[src/rtl/bcd_scan_pkg.sv]
// Shared digit type, BCD limits and a digit sanitiser for the BCD scan counter.
package bcd_scan_pkg;

  typedef logic [3:0] digit_t;

  localparam digit_t DIGIT_MAX = 4'd9;
  localparam digit_t DIGIT_MIN = 4'd0;

  // A nibble that is not a legal BCD digit is forced to zero.
  function automatic digit_t digit_sanitize(input digit_t d);
    return (d > DIGIT_MAX) ? DIGIT_MIN : d;
  endfunction

endpackage

[src/rtl/bcd_digit.sv]
// One BCD digit of the ripple chain: loads, steps up/down when its carry-in is set,
// and flags a carry/borrow out when it is about to wrap.
module bcd_digit (
  input  logic       clk,
  input  logic       rst,
  input  logic       step,
  input  logic       up,
  input  logic       cin,
  input  logic       load,
  input  logic [3:0] ld_val,
  output logic [3:0] q,
  output logic       cout
);

  import bcd_scan_pkg::*;

  always_ff @(posedge clk) begin
    if (rst) begin
      q <= DIGIT_MIN;
    end else if (load) begin
      q <= digit_sanitize(ld_val);
    end else if (step && cin) begin
      if (up) begin
        q <= (q == DIGIT_MAX) ? DIGIT_MIN : q + 4'd1;
      end else begin
        q <= (q == DIGIT_MIN) ? DIGIT_MAX : q - 4'd1;
      end
    end
  end

  // Carry/borrow leaves this digit only when it is stepped from its wrap value.
  assign cout = cin & (up ? (q == DIGIT_MAX) : (q == DIGIT_MIN));

endmodule

[src/rtl/bcd_scan_counter.sv]
// Multi-digit BCD up/down counter with a time-multiplexed digit scan for a shared decoder.
// Optional macro LEADING_ZERO_BLANK_EN blanks the select of leading zero digits (digit 0 never).
module bcd_scan_counter #(
  parameter int NDIG     = 4,
  parameter int TICK_DIV = 100000000,
  parameter int SCAN_DIV = 50000
) (
  input  logic              clk,
  input  logic              rst,
  input  logic              en,
  input  logic              up,
  input  logic              load,
  input  logic [4*NDIG-1:0] load_val,
  output logic [4*NDIG-1:0] count,
  output logic              carry,
  output logic [3:0]        bcd,
  output logic [NDIG-1:0]   an
);

  import bcd_scan_pkg::*;

  localparam int TW = $clog2(TICK_DIV);
  localparam int SW = $clog2(SCAN_DIV);
  localparam int IW = (NDIG > 1) ? $clog2(NDIG) : 1;

  localparam logic [TW-1:0]   TICK_LAST = TW'(TICK_DIV - 1);
  localparam logic [SW-1:0]   SCAN_LAST = SW'(SCAN_DIV - 1);
  localparam logic [IW-1:0]   IDX_LAST  = IW'(NDIG - 1);
  localparam logic [NDIG-1:0] AN_RESET  = ~NDIG'(1);

  logic [TW-1:0]   tick_cnt;
  logic            tick;
  logic            step;
  logic [NDIG:0]   chain;
  logic [SW-1:0]   scan_cnt;
  logic [IW-1:0]   scan_idx;
  digit_t          sel_digit;
  logic [NDIG-1:0] an_next;

  assign tick = (tick_cnt == TICK_LAST);
  assign step = tick & en & ~load;

  // A load restarts the step period so the loaded value is held a full tick.
  always_ff @(posedge clk) begin
    if (rst || load || tick) begin
      tick_cnt <= '0;
    end else begin
      tick_cnt <= tick_cnt + TW'(1);
    end
  end

  assign chain[0] = 1'b1;

  for (genvar g = 0; g < NDIG; g++) begin : g_digit
    bcd_digit u_digit (
      .clk    (clk),
      .rst    (rst),
      .step   (step),
      .up     (up),
      .cin    (chain[g]),
      .load   (load),
      .ld_val (load_val[4*g +: 4]),
      .q      (count[4*g +: 4]),
      .cout   (chain[g+1])
    );
  end

  always_ff @(posedge clk) begin
    if (rst) begin
      carry <= 1'b0;
    end else begin
      carry <= step & chain[NDIG];
    end
  end

  always_ff @(posedge clk) begin
    if (rst) begin
      scan_cnt <= '0;
      scan_idx <= '0;
    end else if (scan_cnt == SCAN_LAST) begin
      scan_cnt <= '0;
      scan_idx <= (scan_idx == IDX_LAST) ? '0 : scan_idx + IW'(1);
    end else begin
      scan_cnt <= scan_cnt + SW'(1);
    end
  end

  // Digit value and its select come from the same index so they can never disagree.
  always_comb begin
    sel_digit = DIGIT_MIN;
    an_next   = '1;
    for (int i = 0; i < NDIG; i++) begin
      if (scan_idx == IW'(i)) begin
        sel_digit  = count[4*i +: 4];
        an_next[i] = 1'b0;
      end
    end
`ifdef LEADING_ZERO_BLANK_EN
    begin : blank_calc
      logic zero_above;
      zero_above = 1'b1;
      for (int i = NDIG - 1; i >= 1; i--) begin
        zero_above = zero_above & (count[4*i +: 4] == DIGIT_MIN);
        if ((scan_idx == IW'(i)) && zero_above) begin
          an_next = '1;
        end
      end
    end
`endif
  end

  always_ff @(posedge clk) begin
    if (rst) begin
      bcd <= DIGIT_MIN;
      an  <= AN_RESET;
    end else begin
      bcd <= sel_digit;
      an  <= an_next;
    end
  end

endmodule

[config.mk]
export PLATFORM = sky130hd
export DESIGN_NAME = bcd_scan_counter
export DESIGN_NICKNAME = d
export VERILOG_FILES = /design/src/rtl/bcd_scan_pkg.sv /design/src/rtl/bcd_digit.sv /design/src/rtl/bcd_scan_counter.sv
export SDC_FILE = /design/constraint.sdc
export NUM_CORES = 1
export LEC_CHECK = 0
export ABC_AREA = 1
export BUFFER_PORTS_ARGS = -buffer_cell sky130_fd_sc_hd__buf_2
export CORE_UTILIZATION = 35
export DETAILED_ROUTE_END_ITERATION = 8
export PLACE_DENSITY = 0.56
export RECOVER_POWER = 25
export SYNTH_ARGS = -nofsm -noshare
export SYNTH_HDL_FRONTEND = slang
export SYNTH_SLANG_ARGS = --single-unit
[constraint.sdc]
create_clock -name clk -period 2.9 [get_ports clk]
set_input_delay 0.29 -clock clk [delete_from_list [all_inputs] [get_ports clk]]
set_output_delay 0.29 -clock clk [all_outputs]
set_load 0.05 [all_outputs]
==> results.sh, run 1 <==
export IMPL_status="finished, final reports clean"
export IMPL_cpPeakStageDelay_ns=0.46
export IMPL_critPathLaunchType="register"
export IMPL_post_route_util=0.419
export IMPL_postCtsResizedCells=0
export IMPL_synth_largest_area_cell="dfxtp_1"
export IMPL_relSlewSlack=0.591
export IMPL_r2r_cells=8
export IMPL_drtPass1Iterations=4
export IMPL_layout_nets=700
export IMPL_place_ws_ns=0.852
export IMPL_grt_max_degree=28
export IMPL_syn_area_per_cell_um2=6.53
export IMPL_cp_depth=8
export IMPL_placed_area_um2=4460
export IMPL_route_detailed_drc=0
export IMPL_drtIter0Drc=349
export IMPL_power_frac_seq=0.390
export IMPL_ioPinCount=46
export IMPL_rows=39
export IMPL_p_per_area_nw_per_um2=547
export IMPL_vias=4124
export IMPL_n_fill_cell=1194
export IMPL_clock_path_buffers=2
export IMPL_synth_common_cells="nand2_1 (138), nor2_1 (98), dfxtp_1 (70)"
export IMPL_max_freq_mhz=494
export IMPL_cts_root_buffer="clkbuf_16"
export IMPL_r2r_setup_slack_ns=0.87
export IMPL_synth_top_cell_area_share=0.341
export IMPL_fin_cells=821
export IMPL_coreArea_um2=11400
export IMPL_ys_seq_area_frac=0.341
export IMPL_dieArea_um2=12200
export IMPL_synthDistinctLibCells=41
export IMPL_end_kind="register"
export IMPL_multi_input_area_um2=2360
export IMPL_dieWidth_um=110
export IMPL_arrival_ns=2.25
export IMPL_grt_pass1_vias=3906
export IMPL_crit_path_end="tick_cnt[16]"
export IMPL_period_share=0.699
export IMPL_power_internal_mw=1.92
export IMPL_syn_area_um2=4120
export IMPL_async_flop_share=0
export IMPL_worst_path_max_delay_cell="nand3_2"
export IMPL_ys_ff_latch=70
export IMPL_switchingPower_mw=0.701
export IMPL_p_leak_nw=1.92
export IMPL_hold_buffers=0
export IMPL_dpl_hpwl_mm=7.63
export IMPL_hold_viol=0
export IMPL_crit_family="simple AND/OR/NAND/NOR gates"
export IMPL_grt_pass1_wl_mm=17.7
export IMPL_globalRouteOverflowTotal=0
export IMPL_cts_inserted_buffers=9
export IMPL_diodes=0
export IMPL_regToRegStartpoint="tick_cnt[0]"
export IMPL_synthCells=630
export IMPL_yosysMostFrequentCell="nand2_1"
export IMPL_synthFlopType="dfxtp_1"
export IMPL_finalSetupViolCount=0
export IMPL_tritoncts="yes"
export IMPL_post_cts_buffers=0
export IMPL_ant_nets=0
export IMPL_cts_num_sinks=70
export IMPL_combPwrFrac=0.118
export IMPL_total_power_mw=2.62
export IMPL_layout_setup_ws_ns=0.874
export IMPL_critPathMaxFanout=27
export IMPL_drive_gt1_frac=0.118
export IMPL_dp_cells=805
export IMPL_crit_path_start="tick_cnt[0]"
export IMPL_insertion_delay_ns=0.34
export IMPL_drv_cap=0
export IMPL_period_minus_slack_ns=2.03
export IMPL_area_sequential_um2=1400
export IMPL_cts_htree_levels=3
export IMPL_synth_edf_count=0
export IMPL_clk_pin_slew_ns=0.06
export IMPL_antenna_found_initial=0
export IMPL_peakVddDrop_mv=0.288
export IMPL_wirelength_mm=10.3
export IMPL_wl_per_cell_um=12.5
export IMPL_cp_data_required_time_ns=3.13
export IMPL_critPathKind="register to register"
export IMPL_hold_class="primary input to register"
export IMPL_final_cell_area_um2=4780
export IMPL_timing_hold_ws_ns=0.159
export IMPL_syn_num_nets=657
export IMPL_die_y_um=110
export IMPL_initial_utilization=0.360
export IMPL_setup_tns_ns=0
export IMPL_ys_warn_count=0
export IMPL_reg2reg_to="tick_cnt[16]"
export IMPL_switching_share=0.268
export IMPL_grtUsageTotal=0.176
export IMPL_clkPwrFrac=0.492
export IMPL_gp_congestion=0.866
export IMPL_maxSlewViolCount=0
export IMPL_yosys_top_cells_area="dfxtp_1 (34%), nand2_1 (13%), nor2_1 (8.9%)"
export IMPL_worstMarginPinSlew_ns=0.613
export IMPL_vias_per_cell=5.02
export IMPL_critPathBufInv=0
export IMPL_worstPathCellList="ha_1 -> nand2_1 -> nor2_4 -> nand2_4 -> nor2_4 -> nand2_1 -> nand3_2 -> a211oi_1"
export IMPL_rsz0062_at_grt="no"
export IMPL_fin_skew_ns=0.00841
export IMPL_portBuffers=45
export IMPL_area_growth_pct=16.3
[layout make-up]
type / instances / share of cell area
clock inverters: 7 / 0.0256
multi-input cells: 470 / 0.493
flip-flops and latches: 70 / 0.293
clock buffers: 9 / 0.0471
well taps: 143 / 0.0374
inverters: 76 / 0.0596
repair buffers: 46 / 0.0439
[placed cells by master (no fill, tap or decap), types with 5 or more instances in the layout]
| cell type | instances |
|---|---|
| nand2_1 | 138 |
| buf_2 | 27 |
| inv_1 | 64 |
| clkbuf_16 | 9 |
| a31oi_1 | 6 |
| nand3_1 | 49 |
| xor2_1 | 18 |
| nor2_2 | 6 |
| clkbuf_1 | 18 |
| nor2_4 | 5 |
| inv_2 | 10 |
| nand4_1 | 12 |
| ha_1 | 6 |
| o21ai_0 | 28 |
| a21oi_1 | 39 |
| nor3_1 | 26 |
| dfxtp_1 | 70 |
| nor2_1 | 98 |
[registers in the layout (all words and copies together) (netlist names)]
signal	cells
carry	1
scan_idx	2
tick_cnt	27
an	4
g_digit.u_digit.q	16
bcd	4
scan_cnt	16
[kinds of logic (layout without fill, tap and decap cells)]
logic type | Yosys count | after routing | share of synthesized area
AOI/OAI and AO/OA | 88 | 88 | 0.118
xor gates and xnor gates | 20 | 20 | 0.0426
adders and majority gates | 6 | 6 | 0.0182
buffers and inverters | 90 | 138 | 0.0857
DFF | 70 | 70 | 0.341
and+or+nand+nor | 356 | 356 | 0.395
[power groups by stage]
| stage | Clock, mW | Sequential (mW) | Combinational, mW |
|---|---|---|---|
| after CTS | 1.31 | 1.02 | 0.313 |
| after detailed placement | 0 | 1.04 | 0.312 |
| final | 1.29 | 1.02 | 0.310 |
| after global placement | 0 | 1.04 | 0.308 |
| after global routing | 1.36 | 1.03 | 0.346 |
| after floorplan | 0 | 1.09 | 0.178 |
[how the worst min path moves through the flow]
stage                           start                 endpoint  slack [ns]  depth (start not counted)
final                             rst                    an[0]        0.16                          2
after detailed placement  scan_cnt[0]              scan_cnt[0]        0.45                          1
after global routing              rst  g_digit[0].u_digit.q[0]        0.18                          2
after floorplan                   rst                    an[0]        0.36                          1
after CTS                         rst  g_digit[0].u_digit.q[0]        0.16                          2
after global placement    scan_cnt[0]              scan_cnt[0]        0.43                          1
[routing by layer]
layer	track usage	vias to the layer above	wire length, um
met2	0.293	81	4810
met4	0.0898	0	243
met3	0.0313	16	393
met1	0.217	1893	4810
li1	-	2134	-
met5	0	-	0
(Power assumes the default switching activity.)
==> run 2: changes to the inputs <==
clock period = 2 ns   (was 2.9 ns; I/O delays follow)
==> results.sh, run 2 (synthesis gave the netlist of run 1 again) <==
export IMPL_status="finished, final reports clean"
export IMPL_die_y_um=110
export IMPL_dieWidth_um=110
export IMPL_p_leak_nw=1.95
export IMPL_grt_pass1_vias=3909
export IMPL_dpl_hpwl_mm=7.68
export IMPL_cts_htree_levels=3
export IMPL_critPathKind="register to register"
export IMPL_maxSlewViolCount=0
export IMPL_cp_data_required_time_ns=2.23
export IMPL_critPathMaxFanout=5
export IMPL_hold_buffers=0
export IMPL_min_path_cells=2
export IMPL_cts_num_sinks=70
export IMPL_wl_per_cell_um=12.3
export IMPL_area_growth_pct=16.7
export IMPL_clock_path_buffers=2
export IMPL_post_cts_buffers=0
export IMPL_drtIter0Drc=235
export IMPL_worstMarginPinSlew_ns=0.607
export IMPL_crit_top_cell="nor2_1"
export IMPL_dieArea_um2=12200
export IMPL_final_cell_area_um2=4800
export IMPL_crit_family="simple AND/OR/NAND/NOR gates"
export IMPL_clk_pin_slew_ns=0.06
export IMPL_layout_nets=706
export IMPL_final_common_cell="nand2_1"
export IMPL_cts_inserted_buffers=9
export IMPL_r2r_cells=10
export IMPL_fin_skew_ns=0.00235
export IMPL_grtUsageTotal=0.177
export IMPL_diodes=0
export IMPL_peakVddDrop_mv=0.507
export IMPL_worst_path_max_delay_cell="dfxtp_1"
export IMPL_critPathLaunchType="register"
export IMPL_p_per_area_nw_per_um2=747
export IMPL_hold_class="primary input to register"
export IMPL_cp_depth=10
export IMPL_wirelength_mm=10.1
export IMPL_timing_hold_ws_ns=0.0768
export IMPL_ioPinCount=46
export IMPL_setup_tns_ns=0
export IMPL_post_route_util=0.421
export IMPL_grt_pass1_wl_mm=17.7
export IMPL_total_power_mw=3.59
export IMPL_layout_common_cells="nand2_1 (138), nor2_1 (98), dfxtp_1 (70), inv_1 (64), nand3_1 (49)"
export IMPL_worstPathCellList="ha_1 -> nand2_1 -> nor2_4 -> nand2_4 -> nor2_4 -> nand4_1 -> inv_1 -> nor2_1 -> nor2_1 -> nor2_1"
export IMPL_layout_setup_ws_ns=0.255
export IMPL_rows=39
export IMPL_cpPeakStageDelay_ns=0.34
export IMPL_arrival_ns=1.98
export IMPL_end_kind="register"
export IMPL_max_freq_mhz=573
export IMPL_antenna_found_initial=0
export IMPL_vias=4080
export IMPL_largest_reg_flops=27
export IMPL_postCtsResizedCells=0
export IMPL_drtPass1Iterations=4
export IMPL_place_ws_ns=0.238
export IMPL_vias_per_cell=4.93
export IMPL_period_minus_slack_ns=1.74
export IMPL_insertion_delay_ns=0.33
export IMPL_period_share=0.872
export IMPL_grt_max_degree=22
export IMPL_placed_area_um2=4520
export IMPL_tritoncts="yes"
export IMPL_drive_gt1_frac=0.124
export IMPL_dp_cells=811
export IMPL_cts_root_buffer="clkbuf_16"
export IMPL_globalRouteOverflowTotal=0
export IMPL_coreArea_um2=11400
export IMPL_relSlewSlack=0.597
export IMPL_finalSetupViolCount=0
export IMPL_portBuffers=45
export IMPL_critPathBufInv=1
export IMPL_rsz0062_at_grt="no"
export IMPL_initial_utilization=0.360
export IMPL_route_detailed_drc=0
export IMPL_drv_cap=0
export IMPL_largestRegisters="tick_cnt x27, g_digit.u_digit.q x16, scan_cnt x16"
export IMPL_ant_nets=0
export IMPL_regMostFlops="tick_cnt"
export IMPL_fin_cells=827
export IMPL_gp_congestion=0.825
export IMPL_hold_viol=0
[run 2: changes by cell type in the layout (fill, tap and decap cells not counted), sizes merged]
cell,previous run,this run
buf,28,33
clkbuf,27,30
bufinv,3,1
clkinv,4,6
clkinvlp,2,0
[run 2: cell type report]
cell class	instances	area, um^2
clock buffer	11	253
clock inverter	5	57.6
fill	1217	6620
inverter	76	285
multi-input combinational	470	2360
sequential	70	1400
tap	143	179
timing repair buffer	52	267
[run 2: layer usage]
| layer | up-vias | global-route usage | routed length (um) | share of wire |
|---|---|---|---|---|
| li1 | 2146 | - | - | - |
| met1 | 1847 | 0.219 | 4810 | 0.47 |
| met2 | 76 | 0.297 | 4850 | 0.48 |
| met3 | 11 | 0.0368 | 317 | 0.031 |
| met4 | 0 | 0.0711 | 161 | 0.016 |
| met5 | - | 0 | 0 | 0 |
[run 2: final timing paths]
check                           slack, ns                 endpoint        start
worst max-delay path                 0.26  g_digit[1].u_digit.q[0]  tick_cnt[1]
worst min-delay path                 0.08                    an[0]          rst
worst max register to register       0.26  g_digit[1].u_digit.q[0]  tick_cnt[1]
worst min register to register       0.44              scan_cnt[0]  scan_cnt[0]
[run 2: worst reg2reg max path: cells and delay by family (launching register included)]
kind	cells	cell delay, ns
and+or+nand+nor	8	1.02
DFF	1	0.34
adders and majority gates	1	0.17
buffers and inverters	1	0.12
[run 2: power by group]
group	internal, mW	switching (mW)	total [mW]
Sequential	1.43	0.0507	1.48
Clock	1.03	0.609	1.64
Combinational	0.142	0.323	0.465
==> run 3: changes to the inputs <==
==> constraint.sdc (replaced) <==
create_clock -name clk -period 2 [get_ports clk]
set_input_delay 0.3 -clock clk [delete_from_list [all_inputs] [get_ports clk]]
set_output_delay 0.3 -clock clk [all_outputs]
set_load 0.05 [all_outputs]
==> results.sh, run 3 (synthesis gave the netlist of run 1 again) <==
export IMPL_largest_reg_flops=27
export IMPL_hold_class="primary input to register"
export IMPL_dieWidth_um=110
export IMPL_initial_utilization=0.360
export IMPL_grtUsageTotal=0.178
export IMPL_reg2reg_to="g_digit[1].u_digit.q[1]"
export IMPL_post_cts_buffers=0
export IMPL_die_y_um=110
export IMPL_dpl_hpwl_mm=7.86
export IMPL_grt_pass1_wl_mm=17.7
export IMPL_total_power_mw=3.74
export IMPL_gp_congestion=0.873
export IMPL_vias_per_cell=4.93
export IMPL_wl_per_cell_um=12.3
export IMPL_n_fill_cell=1209
export IMPL_largestRegisters="tick_cnt x27, g_digit.u_digit.q x16, scan_cnt x16"
export IMPL_grt_pass1_vias=3875
export IMPL_ant_nets=0
export IMPL_rsz0062_at_grt="no"
export IMPL_final_cell_area_um2=4840
export IMPL_r2r_setup_slack_ns=0.24
export IMPL_p_per_area_nw_per_um2=772
export IMPL_crit_path_end="g_digit[1].u_digit.q[1]"
export IMPL_period_share=0.882
export IMPL_dp_cells=813
export IMPL_finalSetupViolCount=0
export IMPL_drtPass1Iterations=4
export IMPL_cts_htree_levels=3
export IMPL_hp_start="rst"
export IMPL_coreArea_um2=11400
export IMPL_diodes=0
export IMPL_tritoncts="yes"
export IMPL_arrival_ns=2.00
export IMPL_worstMarginPinSlew_ns=0.621
export IMPL_fin_skew_ns=0.00910
export IMPL_hold_viol=0
export IMPL_setup_tns_ns=0
export IMPL_maxSlewViolCount=0
export IMPL_drive_gt1_frac=0.125
export IMPL_postCtsResizedCells=0
export IMPL_critPathLaunchType="register"
export IMPL_clk_pin_slew_ns=0.06
export IMPL_final_common_cell="nand2_1"
export IMPL_portBuffers=45
export IMPL_regMostFlops="tick_cnt"
export IMPL_critPathKind="register to register"
export IMPL_clock_path_buffers=2
export IMPL_regToRegStartpoint="tick_cnt[1]"
export IMPL_drv_cap=0
export IMPL_fin_cells=829
export IMPL_dieArea_um2=12200
export IMPL_period_minus_slack_ns=1.76
export IMPL_cts_inserted_buffers=9
export IMPL_insertion_delay_ns=0.34
export IMPL_r2r_cells=10
export IMPL_end_kind="register"
export IMPL_placed_area_um2=4530
export IMPL_wirelength_mm=10.2
export IMPL_p_leak_nw=1.97
export IMPL_globalRouteOverflowTotal=0
export IMPL_peakVddDrop_mv=0.421
export IMPL_layout_common_cells="nand2_1 (138), nor2_1 (98), dfxtp_1 (70), inv_1 (64), nand3_1 (49)"
export IMPL_crit_path_start="tick_cnt[1]"
export IMPL_rows=39
export IMPL_critPathMaxFanout=5
export IMPL_max_freq_mhz=567
export IMPL_relSlewSlack=0.588
export IMPL_antenna_found_initial=0
export IMPL_cts_num_sinks=70
export IMPL_hold_buffers=0
export IMPL_route_detailed_drc=0
export IMPL_drtIter0Drc=279
export IMPL_cp_data_required_time_ns=2.24
export IMPL_vias=4085
export IMPL_ioPinCount=46
export IMPL_status="finished, final reports clean"
export IMPL_area_growth_pct=17.7
export IMPL_grt_max_degree=22
export IMPL_layout_nets=708
export IMPL_cts_root_buffer="clkbuf_16"
==> run 3: power by group <==
group / switching (mW) / internal (mW) / leakage [nW]
Combinational: 0.327 / 0.143 / 1.23
Sequential: 0.0477 / 1.43 / 0.569
Clock: 0.600 / 1.19 / 0.166
==> run 3: routing by layer <==
metal / up-vias / share of wire / wire, um / global-route usage
li1: 2160 / - / - / -
met1: 1834 / 0.48 / 4910 / 0.223
met2: 77 / 0.46 / 4760 / 0.299
met3: 14 / 0.034 / 347 / 0.0263
met4: 0 / 0.021 / 212 / 0.0853
met5: - / 0 / 0 / 0
==> run 3: worst min-delay path by stage <==
stage                         endpoint  slack [ns]  cells after the start
4_1_cts        g_digit[0].u_digit.q[0]        0.16                      2
2_1_floorplan                    an[0]        0.37                      1
5_1_grt        g_digit[0].u_digit.q[0]        0.18                      2
6_report                         an[0]        0.17                      2
3_3_place_gp               scan_cnt[0]        0.43                      1
3_5_place_dp               scan_cnt[0]        0.44                      1
==> run 3: per-stage QoR <==
step | util | hold slack, ns | setup slack (ns)
after detailed placement | 0.397 | 0.436 | 0.224
final | 0.424 | 0.170 | 0.236
after global placement | 0.397 | 0.431 | 0.257
after CTS | 0.426 | 0.163 | 0.216
after global routing | 0.424 | 0.179 | 0.0148
after floorplan | - | 0.367 | 0.253
==> run 3: critical path: stages (launching register included) <==
cell	delay [ns]
dfxtp_1	0.34
ha_1	0.17
nand2_1	0.10
nor2_4	0.15
nand2_4	0.11
nor2_4	0.14
nand4_1	0.29
inv_1	0.12
nor2_1	0.08
nor2_1	0.11
nor2_1	0.05
==> run 3: area by class of cell <==
type / instances / area (um^2) / area share
Clock buffer: 13 / 270 / 0.0558
Multi-Input combinational cell: 470 / 2360 / 0.487
Tap cell: 143 / 179 / 0.0369
Sequential cell: 70 / 1400 / 0.289
Timing Repair Buffer: 54 / 282 / 0.0581
Inverter: 76 / 285 / 0.0589
Clock inverter: 3 / 65.1 / 0.0134
